===== src/rtl/pico_intr_ctrl.sv =====
// pico_intr_ctrl: interrupt controller for the PICO basic system.
//
// Latches rising edges of the peripheral IRQ lines into pending bits and gates
// them with a mask register and the global interrupt enable (IE). The lowest
// eligible index is granted, and the request/acknowledge/RETI handshake with
// the core runs through a three-state FSM.
//
// Ports:
//   clk        in   system clock, rising edge
//   rst        in   asynchronous active-low reset
//   irq_in     in   [NIRQ] interrupt sources, rising-edge sensitive
//   mask_we    in   mask register write enable
//   mask_din   in   [NIRQ] new mask value, 1 = source enabled
//   ie_set     in   set IE (EI)
//   ie_clr     in   clear IE (DI), wins over ie_set
//   int_ack    in   CPU accepts the current request (REQ only)
//   reti       in   CPU leaves the handler (SERVICE only)
//   int_req    out  interrupt request to the CPU
//   int_id     out  [IDW] index of the requested source
//   ie         out  global interrupt enable flag
//   pending    out  [NIRQ] pending bits
//   mask       out  [NIRQ] mask register
//   in_service out  handler running
module pico_intr_ctrl #(
   parameter int unsigned NIRQ = 4,
   parameter int unsigned IDW  = 2
) (
   input  logic            clk,
   input  logic            rst,
   input  logic [NIRQ-1:0] irq_in,
   input  logic            mask_we,
   input  logic [NIRQ-1:0] mask_din,
   input  logic            ie_set,
   input  logic            ie_clr,
   input  logic            int_ack,
   input  logic            reti,
   output logic            int_req,
   output logic [IDW-1:0]  int_id,
   output logic            ie,
   output logic [NIRQ-1:0] pending,
   output logic [NIRQ-1:0] mask,
   output logic            in_service
);

   typedef enum logic [1:0] {StIdle, StReq, StService} state_e;

   state_e          state_q, state_d;
   logic [NIRQ-1:0] irq_q;
   logic [NIRQ-1:0] pending_q, pending_d;
   logic [NIRQ-1:0] mask_q, mask_d;
   logic            ie_q, ie_d;
   logic            int_req_q, int_req_d;
   logic [IDW-1:0]  int_id_q, int_id_d;
   logic            in_service_q, in_service_d;

   logic [NIRQ-1:0] rise;
   logic [NIRQ-1:0] eligible;
   logic [NIRQ-1:0] ack_clr;
   logic [IDW-1:0]  sel_id;
   logic            do_ack;
   logic            do_reti;

   assign rise     = irq_in & ~irq_q;
   assign eligible = pending_q & mask_q;
   assign do_ack   = (state_q == StReq) && int_ack;
   assign do_reti  = (state_q == StService) && reti;

   // Fixed priority: scan downwards so the lowest set index is left in sel_id.
   always_comb begin
      sel_id = '0;
      for (int i = int'(NIRQ) - 1; i >= 0; i--) begin
         if (eligible[i]) begin
            sel_id = IDW'(i);
         end
      end
   end

   // One-hot of the granted source, used to retire its pending bit on ack.
   always_comb begin
      ack_clr = '0;
      for (int i = 0; i < int'(NIRQ); i++) begin
         if (do_ack && (int_id_q == IDW'(i))) begin
            ack_clr[i] = 1'b1;
         end
      end
   end

   // A fresh edge on the source being acknowledged keeps its pending bit set.
   assign pending_d = (pending_q & ~ack_clr) | rise;
   assign mask_d    = mask_we ? mask_din : mask_q;

   // Software EI/DI first, then hardware ack/RETI override it.
   always_comb begin
      ie_d = ie_q;
      if (ie_clr) begin
         ie_d = 1'b0;
      end else if (ie_set) begin
         ie_d = 1'b1;
      end
      if (do_ack) begin
         ie_d = 1'b0;
      end else if (do_reti) begin
         ie_d = 1'b1;
      end
   end

   always_comb begin
      state_d      = state_q;
      int_req_d    = int_req_q;
      int_id_d     = int_id_q;
      in_service_d = in_service_q;
      unique case (state_q)
         StIdle: begin
            if (ie_q && (eligible != '0)) begin
               int_id_d  = sel_id;
               int_req_d = 1'b1;
               state_d   = StReq;
            end
         end
         StReq: begin
            // Grant is committed; only the ack moves on from here.
            if (int_ack) begin
               int_req_d    = 1'b0;
               in_service_d = 1'b1;
               state_d      = StService;
            end
         end
         StService: begin
            if (reti) begin
               in_service_d = 1'b0;
               state_d      = StIdle;
            end
         end
         default: begin
            state_d      = StIdle;
            int_req_d    = 1'b0;
            in_service_d = 1'b0;
         end
      endcase
   end

   always_ff @(posedge clk or negedge rst) begin
      if (!rst) begin
         state_q      <= StIdle;
         irq_q        <= '0;
         pending_q    <= '0;
         mask_q       <= '0;
         ie_q         <= 1'b0;
         int_req_q    <= 1'b0;
         int_id_q     <= '0;
         in_service_q <= 1'b0;
      end else begin
         state_q      <= state_d;
         irq_q        <= irq_in;
         pending_q    <= pending_d;
         mask_q       <= mask_d;
         ie_q         <= ie_d;
         int_req_q    <= int_req_d;
         int_id_q     <= int_id_d;
         in_service_q <= in_service_d;
      end
   end

   assign int_req    = int_req_q;
   assign int_id     = int_id_q;
   assign ie         = ie_q;
   assign pending    = pending_q;
   assign mask       = mask_q;
   assign in_service = in_service_q;

endmodule


===== config.mk =====
export PLATFORM = sky130hd
export DESIGN_NAME = pico_intr_ctrl
export DESIGN_NICKNAME = d
export VERILOG_FILES = /design/src/rtl/pico_intr_ctrl.sv
export SDC_FILE = /design/constraint.sdc
export NUM_CORES = 1
export LEC_CHECK = 0
export ABC_AREA = 1
export CAP_MARGIN = 25
export CORE_ASPECT_RATIO = 0.9
export CORE_UTILIZATION = 46
export DETAILED_ROUTE_END_ITERATION = 6
export PLACE_DENSITY = 0.87
export SETUP_SLACK_MARGIN = 0.3
export SLEW_MARGIN = 20
export SYNTH_ARGS = -nofsm -noshare
export SYNTH_HDL_FRONTEND = slang
export SYNTH_SLANG_ARGS = --single-unit

===== constraint.sdc =====
create_clock -name clk -period 2.8 [get_ports clk]
set_input_delay 0.56 -clock clk [delete_from_list [all_inputs] [get_ports clk]]
set_output_delay 0.56 -clock clk [all_outputs]
set_load 0.01 [all_outputs]

==> results.yml <==
synthesis:
  syn_area_um2: 781
  syn_inst: 77
  yosysUniqueCellTypes: 18
  synth_fp_nets: 92
  ys_warn_count: 0
  synth-seq-area-share_pct: 60.9
  synth.avg_cell_area_um2: 10.1
  synth-seq-cells: 19
sta:
  min_period_ns: 1.86
  final_hold_viol_count: 0
  tightest_slew_ns: 0.774
  rsz0062_at_grt: "false"
  skew_ns: 0.00731
  setup_viol_count_final: 0
  post-route-period-util_pct: 66.5
  fmax_ghz: 0.537
  report.final.slew_viol_count: 0
  slew_headroom_pct: 48.2
  setup_tns_ns: 0
placed_design:
  io_buffers: 27
  globalplace.congestion: 0.721
  post-dp-hpwl_um: 1210
  place_area_um2: 1080
worst_hold_path:
  min-delay-start: "irq_q[2]"
  worstHoldPathCells: 1
  hp-class: "reg2reg"
  hold_end: "pending[2]"
grt:
  grt_pass1_wl_um: 2360
  grt_max_degree: 20
  grt_usage_pct: 19.5
  antenna_found_initial: 0
  grt_pass1_vias: 550
  gr-total-overflow: 0
critical_path:
  cp.arrival_ns: 1.30
  r2r_start: "pending[1]"
  critPathBufInv: 1
  crit_start: "int_id[0]"
  reg2reg_to: "state_q[0]"
  worstPathMaxFanout: 5
  cp_cell_sequence: "clkdlybuf4s50_1"
  cp_slowest_stage_delay_ns: 0.57
  path_delay_family: "buffers and inverters"
  crit_path_start_kind: "flip-flop"
  required_ns: 2.24
  path_class: "reg2out"
  end_kind: "output port"
  reg2reg_depth: 4
  reg2reg_slack_ns: 1.74
  cpMaxStageDelayCell: "clkdlybuf4s50_1"
cts:
  cts_made_buffers: 3
  clk_pin_slew_ns: 0.10
  clock_path_buffers: 2
  cts_tree: "yes"
  cts_setup_buffers: 0
  cts-root-buf: "clkbuf_4"
  cts_num_sinks: 19
  clk_latency_ns: 0.29
  cts-htree-levels: 1
  cts_resized: 0
  cts_hold_buffers: 0
routing:
  antenna_left: 0
  wire_per_inst_um: 11.5
  drt_wl_total_um: 1490
  vias: 637
  drt_drc_violations_left: 0
  viasPerCell: 4.90
  drt-pass1-iter-count: 4
  drtIter0Drc: 23
finish:
  nNetsFinal: 124
  drive_gt1_share_pct: 13.9
  area_growth_pct: 41.5
  register_area_um2: 475
  multi_input_area_um2: 268
  fin_area_um2: 1100
  nFillCells: 117
  diodes: 0
floorplanning:
  core-area_um2: 1510
  dieArea_um2: 1870
  dieWidth_um: 45.4
  rows: 13
  start_util_pct: 51.6
  ios: 28
  die_h_um: 41.1
pwr:
  powerDensity_nw_per_um2: 781
  leakage_nw: 0.500
  vdd_ir_drop_max_v: 0.000617
run:
  max_cap_viol_count: 0
outcome:
  status: "completed"
-- cell usage after synthesis --
cell type	number	area, um^2
nand3_1	1	5.00
nand2_2	4	25.0
o21bai_1	1	7.51
o211ai_1	1	7.51
o31ai_1	1	7.51
mux2_2	4	45.0
o21ai_0	2	10.0
nor2_1	4	15.0
a21oi_1	1	5.00
o21ai_1	8	40.0
inv_1	8	30.0
nand2_1	17	63.8
dfrtp_1	19	475
a21boi_1	1	7.51
nor2_2	1	6.26
inv_2	2	7.51
nand4_1	1	6.26
o21ai_4	1	16.3
-- how the worst max path moves through the flow --
stage,to,cells after the start,slack (ns)
4_1_cts,int_id[0],1,0.93
6_report,int_id[0],1,0.94
2_1_floorplan,state_q[0],4,1.79
3_5_place_dp,mask[2],2,1.19
3_3_place_gp,ie,1,1.21
5_1_grt,int_id[1],1,0.89
-- flip-flops by register name (all words and copies together) (netlist names) --
| register | flops |
|---|---|
| int_id | 2 |
| ie | 1 |
| state_q | 2 |
| int_req | 1 |
| irq_q | 4 |
| pending | 4 |
| in_service | 1 |
| mask | 4 |
-- cell usage in the layout (no fill, tap or decap) --
cell type / Yosys / routed
clkdlybuf4s50_1: 0 / 27
dfrtp_1: 19 / 19
nand2_1: 17 / 17
inv_1: 8 / 8
o21ai_1: 8 / 8
nand2_2: 4 / 4
nor2_1: 4 / 4
mux2_2: 4 / 4
clkbuf_4: 0 / 3
inv_2: 2 / 2
o21ai_0: 2 / 2
nor2_2: 1 / 1
nand3_1: 1 / 1
o211ai_1: 1 / 1
o21ai_4: 1 / 1
o31ai_1: 1 / 1
a21oi_1: 1 / 1
o21bai_1: 1 / 1
a21boi_1: 1 / 1
nand4_1: 1 / 1
clkbuf_1: 0 / 1
-- metal layers --
metal	wire, um	track usage [%]	vias to the layer above
met5	0	0	-
met4	13	6.82	0
met3	108	6.61	2
met2	751	33.9	22
met1	616	22.6	296
li1	-	-	317
-- per-stage QoR --
| step | utilization, % | total power, mW | hold WS, ns | worst slack, ns | cells |
|---|---|---|---|---|---|
| floorplan | - | 0.572 | 0.264 | 1.79 | 77 |
| global placement | 71.3 | 0.727 | 0.395 | 1.21 | 126 |
| detailed placement | 71.3 | 0.742 | 0.404 | 1.19 | 126 |
| CTS | 73.0 | 0.873 | 0.418 | 0.933 | 130 |
| global route | 73.0 | 0.924 | 0.438 | 0.890 | 130 |
| finish | 73.0 | 0.863 | 0.413 | 0.937 | 130 |
-- layout make-up --
| cell class | count | area share, % |
|---|---|---|
| Sequential cell | 19 | 43.0 |
| Tap cell | 22 | 2.49 |
| Timing Repair Buffer | 27 | 24.5 |
| Clock buffer | 4 | 2.38 |
| Inverter | 10 | 3.40 |
| Multi-Input combinational cell | 48 | 24.2 |
-- power by group --
part	total, mW	switching [mW]	leakage [nW]	internal [mW]
sequential	0.400	0.0602	0.218	0.340
combinational	0.334	0.163	0.267	0.171
clock	0.128	0.0727	0.0150	0.0554
-- cells by family after synthesis --
logic type	synth area share, %
AOI/OAI and AO/OA	13.0
buffers and inverters	4.81
DFF	60.9
muxes	5.77
and+or+nand+nor	15.5
Power figures use the tool's default switching activity.
==> edit 1 (config.mk and constraints unchanged) <==
Re-encode `state_e` (3 states) as one-hot, 3 bits wide.
--- a/src/rtl/pico_intr_ctrl.sv
+++ b/src/rtl/pico_intr_ctrl.sv
@@ -44,3 +44,3 @@
 
-   typedef enum logic [1:0] {StIdle, StReq, StService} state_e;
+   typedef enum logic [2:0] {StIdle = 3'b001, StReq = 3'b010, StService = 3'b100} state_e;
 
Check against the original RTL: same outputs for any inputs over 10 cycles, from zero or initial values and one cycle with rst low; not proved beyond that.
==> edit 1 against the unedited design <==
  * Sequential cell count increased by 1
  * Area after synthesis increased by 12%
  * Setup slack got worse by 0.021 ns
  * Power increased by 7.8%
  * Design area increased by 11%
  * Routed wire length increased by 17%
  * Cell count increased by 17%
  * Critical path depth unchanged
  * Critical path type unchanged
  * Critical endpoint is now int_id[1]
  * Largest cell class unchanged
  * Largest power group unchanged
  * Highest routed layer unchanged
==> edit 1: results (changes against the unedited design) <==
Outcome: complete, no violations (unchanged). The signal arrival time at the worst endpoint is 1.32 ns (was 1.30 ns). The ratio of cells with drive above 1 in the final layout came to 12.5% (was 13.9%). The worst hold slack across all endpoints came out at 0.479 ns (was 0.413 ns). The last weighted congestion value of the routability-driven placer is 0.767 (was 0.721). The setup skew after layout came out at 0.00683 ns (was 0.00731 ns). The relative slew slack came out at 41.8% (was 48.2%). The setup slack on the worst flop-to-flop path came out at 1.59 ns (was 1.74 ns). The initial detailed-routing violation count is 4 (was 23). The aggregate routed wire length is 1750 um (was 1490 um).

The fraction of the yosys area taken by sequential cells is 57.4% (was 60.9%). The number of distinct standard cells referenced by the synthesized netlist is 16 (was 18). The final net count was 144 (was 124).

The static leakage is 0.620 nW (was 0.500 nW). The number of placed instances with taps included came out at 148 (was 126). The number of standard cells after synthesis was 97 (was 77). The via count of the routed design was 742 (was 637). The via count normalized by instance count is 4.88 (was 4.90). Top post-synthesis cells by area: sky130_fd_sc_hd__dfrtp_1 (54%), sky130_fd_sc_hd__nand2_1 (13%), sky130_fd_sc_hd__inv_1 (7.3%), sky130_fd_sc_hd__nand3_1 (5.2%), sky130_fd_sc_hd__mux2_2 (5.2%) (was sky130_fd_sc_hd__dfrtp_1 (61%), sky130_fd_sc_hd__nand2_1 (8.2%), sky130_fd_sc_hd__mux2_2 (5.8%), sky130_fd_sc_hd__o21ai_1 (5.1%), sky130_fd_sc_hd__inv_1 (3.8%)). The largest net degree at the start of global routing was 21 (was 20).

The all-layer global routing usage came out at 19.6% (was 19.5%). The startpoint of the worst setup timing path is int_id[1]$_DFFE_PN0P_ (was int_id[0]$_DFFE_PN0P_). The worst hold path startpoint is irq_q[3]$_DFF_PN0_ (was irq_q[2]$_DFF_PN0_). The post-synthesis net count came out at 112 (was 92).

The largest voltage drop on the vdd net is 361 uV (was 617 uV). The worst setup slack after placement came out at 1.14 ns (was 1.19 ns).
-- edit 1: cell count changes after synthesis, moves of 2 or more --
cell	unedited run	this run
sky130_fd_sc_hd__nand2_1	17	31
sky130_fd_sc_hd__inv_1	8	17
sky130_fd_sc_hd__nand3_1	1	9
sky130_fd_sc_hd__o21ai_1	8	0
sky130_fd_sc_hd__nand2_2	4	1
sky130_fd_sc_hd__nand3_2	0	2
sky130_fd_sc_hd__nand4_1	1	3
-- edit 1: cell type report --
| class | count | area, um2 | area share, % |
|---|---|---|---|
| sequential | 20 | 502 | 40.9 |
| tap | 24 | 30.0 | 2.45 |
| timing repair buffer | 27 | 270 | 22.0 |
| clock buffer | 3 | 22.5 | 1.83 |
| inverter | 19 | 71.3 | 5.81 |
| clock inverter | 1 | 30.0 | 2.45 |
| multi-input combinational | 58 | 302 | 24.6 |
-- edit 1: logic make-up (layout without fill, tap and decap cells) --
group	Yosys count	after routing	synth area share, %
simple gates	51	51	27.5
flops	20	20	57.4
compound gates	3	3	1.86
buf+inv	19	50	8.15
mux	4	4	5.15
-- edit 1: path summary, 6_finish.rpt --
check	depth (start not counted)	to
min	3	pending[3]$_DFF_PN0_
max reg2reg	5	int_id[1]$_DFFE_PN0P_
min in group asynchronous	1	ie$_DFFE_PN0P_
max in group asynchronous	1	pending[1]$_DFF_PN0_
max	1	int_id[1]
min reg2reg	3	pending[3]$_DFF_PN0_
-- edit 1: per-layer routing --
metal,part of all wire (%),track usage (%)
met1,42,22.9
met2,52,35.1
met3,5.3,3.33
met4,1.3,6.67
met5,0,0
-- edit 1: power breakdown --
part	total (mW)	switching [mW]	internal [mW]
logic	0.295	0.151	0.144
clock network	0.232	0.0874	0.145
registers	0.402	0.0539	0.348
total	0.930	0.292	0.638
==> edit 2 (same settings) <==
Made on the original files. Change the parameter `NIRQ` from 4 to 6.
--- a/src/rtl/pico_intr_ctrl.sv
+++ b/src/rtl/pico_intr_ctrl.sv
@@ -24,3 +24,3 @@
 module pico_intr_ctrl #(
-   parameter int unsigned NIRQ = 4,
+   parameter int unsigned NIRQ = 6,
    parameter int unsigned IDW  = 2
Ports: changed (resized irq_in, mask, mask_din and pending); port bits go from 28 to 36. No check against the original RTL was run, so the function may have changed too.
==> edit 2 against the unedited design <==
  * Clock skew down 0.0053 ns
  * Setup slack got worse by 0.081 ns
  * Sequential cell count grew 6
  * Design area up 27%
  * Power grew 25%
  * Largest power group unchanged
  * Largest cell class unchanged
  * Critical path type unchanged
  * Area after synthesis grew 27%
  * Routed wire length rose by 39%
==> edit 2: results (changes against the unedited design) <==
The final net count came to 155 (was 124). The all-layer global routing usage was 20.5% (was 19.5%). The maximum cell stage delay along the critical path is between 0.5 and 0.6 ns. The number of filler cells placed in the layout came out at 140 (was 117).

The relative slew slack came to 79.5% (was 48.2%). Top cells by count, synth: sky130_fd_sc_hd__dfrtp_1 (25), sky130_fd_sc_hd__nand2_1 (20), sky130_fd_sc_hd__inv_1 (12), sky130_fd_sc_hd__mux2_2 (6), sky130_fd_sc_hd__o21ai_1 (6) (was sky130_fd_sc_hd__dfrtp_1 (19), sky130_fd_sc_hd__nand2_1 (17), sky130_fd_sc_hd__inv_1 (8), sky130_fd_sc_hd__o21ai_1 (8)). The last weighted congestion value of the routability-driven placer came out at 0.762 (was 0.721).

The maximum count of clock buffers along a single path is 2 (unchanged). The critical-path maximum fanout is 6 (was 5). The clock transition at the registers of the reported paths is 0.14 ns (was 0.10 ns). The largest voltage drop on the vdd net is 524 uV (was 617 uV). The post-synthesis mux area share is 6.81% (was 5.77%).

The setup skew after layout is 0.00201 ns (was 0.00731 ns). The clock latency on the worst-skew pair is 0.31 ns (was 0.29 ns). The via count of the first global-routing pass is 801 (was 550).

The global-route wire length before repair is 3430 um (was 2360 um). The number of distinct standard cells referenced by the synthesized netlist came out at 19 (was 18). The initial detailed-routing violation count is 12 (was 23). The post-synthesis net count is 115 (was 92).

The detailed placement HPWL came to 1570 um (was 1210 um). The cell with the largest stage delay on the worst path was sky130_fd_sc_hd__clkdlybuf4s50_1 (unchanged). The via count normalized by instance count is 4.99 (was 4.90). The fraction of the mapped netlist area in adder cells is 0% (unchanged). The per-cell routed wire length is 12.9 um (was 11.5 um). The worst setup slack after placement came out at 1.04 ns (was 1.19 ns). The compound-cell area share of the yosys netlist came out at 9.96% (was 13.0%). The placed cell area came out at 1380 um2 (was 1080 um2). Top post-synthesis cells by area: sky130_fd_sc_hd__dfrtp_1 (63%), sky130_fd_sc_hd__nand2_1 (7.6%), sky130_fd_sc_hd__mux2_2 (6.8%), sky130_fd_sc_hd__inv_1 (4.5%), sky130_fd_sc_hd__o21ai_1 (3.0%) (was sky130_fd_sc_hd__dfrtp_1 (61%), sky130_fd_sc_hd__nand2_1 (8.2%), sky130_fd_sc_hd__mux2_2 (5.8%), sky130_fd_sc_hd__o21ai_1 (5.1%), sky130_fd_sc_hd__inv_1 (3.8%)).

The static leakage is 0.648 nW (was 0.500 nW). The ratio of cells with drive above 1 in the final layout is 12.6% (was 13.9%). The share of async-settable or async-resettable flops after synthesis came out at 100% (unchanged).

The number of antenna violations at the first check in global routing came to 0 (unchanged). The number of buffers inserted by port buffering is 35 (was 27). The largest net degree at the start of global routing is 26 (was 20).

Outcome: complete, no violations (unchanged). The fraction of the yosys area taken by sequential cells came to 63.1% (was 60.9%).
==> edit 2: cell count changes after synthesis, sizes merged, moves of 2 or more <==
cell / before / now
dfrtp: 19 / 25
mux2: 4 / 6
inv: 10 / 14
o22ai: 0 / 2
nand3: 1 / 6
==> edit 2: where the power goes <==
group	total [mW]	internal [mW]	leakage [nW]	switching, mW
Combinational	0.392	0.205	0.350	0.186
Sequential	0.524	0.443	0.284	0.0802
Clock	0.161	0.0545	0.0139	0.107
==> edit 2: metal layers <==
layer	vias up	part of all wire (%)	GRT usage [%]
met5	-	0	0
met4	0	0.82	6.67
met3	4	5.0	4.95
met2	25	50	36.6
met1	378	44	24.6
li1	392	-	-
==> edit 2: final cells by class <==
type | count | area (um2) | area share, %
Clock inverter | 1 | 7.51 | 0.534
Inverter | 14 | 52.6 | 3.74
Multi-Input combinational cell | 56 | 309 | 22.0
Sequential cell | 25 | 626 | 44.5
Timing Repair Buffer | 36 | 358 | 25.4
Clock buffer | 3 | 22.5 | 1.60
Tap cell | 25 | 31.3 | 2.22
==> edit 2: worst paths after layout <==
check | startpoint | endpoint | slack (ns) | cells after the start
min | irq_q[0]$_DFF_PN0_ | pending[0]$_DFF_PN0_ | 0.43 | 1
max in group asynchronous | rst | pending[4]$_DFF_PN0_ | 1.98 | 2
max | int_id[1]$_DFFE_PN0P_ | int_id[1] | 0.86 | 1
min in group asynchronous | rst | irq_q[3]$_DFF_PN0_ | 0.58 | 2
min reg2reg | irq_q[0]$_DFF_PN0_ | pending[0]$_DFF_PN0_ | 0.43 | 1
max reg2reg | state_q[1]$_DFFE_PN0P_ | pending[2]$_DFF_PN0_ | 1.62 | 6
==> edit 2: metrics by stage <==
stage / hold WS [ns] / std cells
6_report: 0.429 / 160
5_1_grt: 0.448 / 160
4_1_cts: 0.430 / 160
3_5_place_dp: 0.409 / 156
3_3_place_gp: 0.396 / 156
2_1_floorplan: 0.264 / 96
==> edit 2: logic make-up after synthesis <==
logic type | Yosys count
simple gates | 33
compound gates | 17
buf+inv | 15
flops | 25
mux | 6
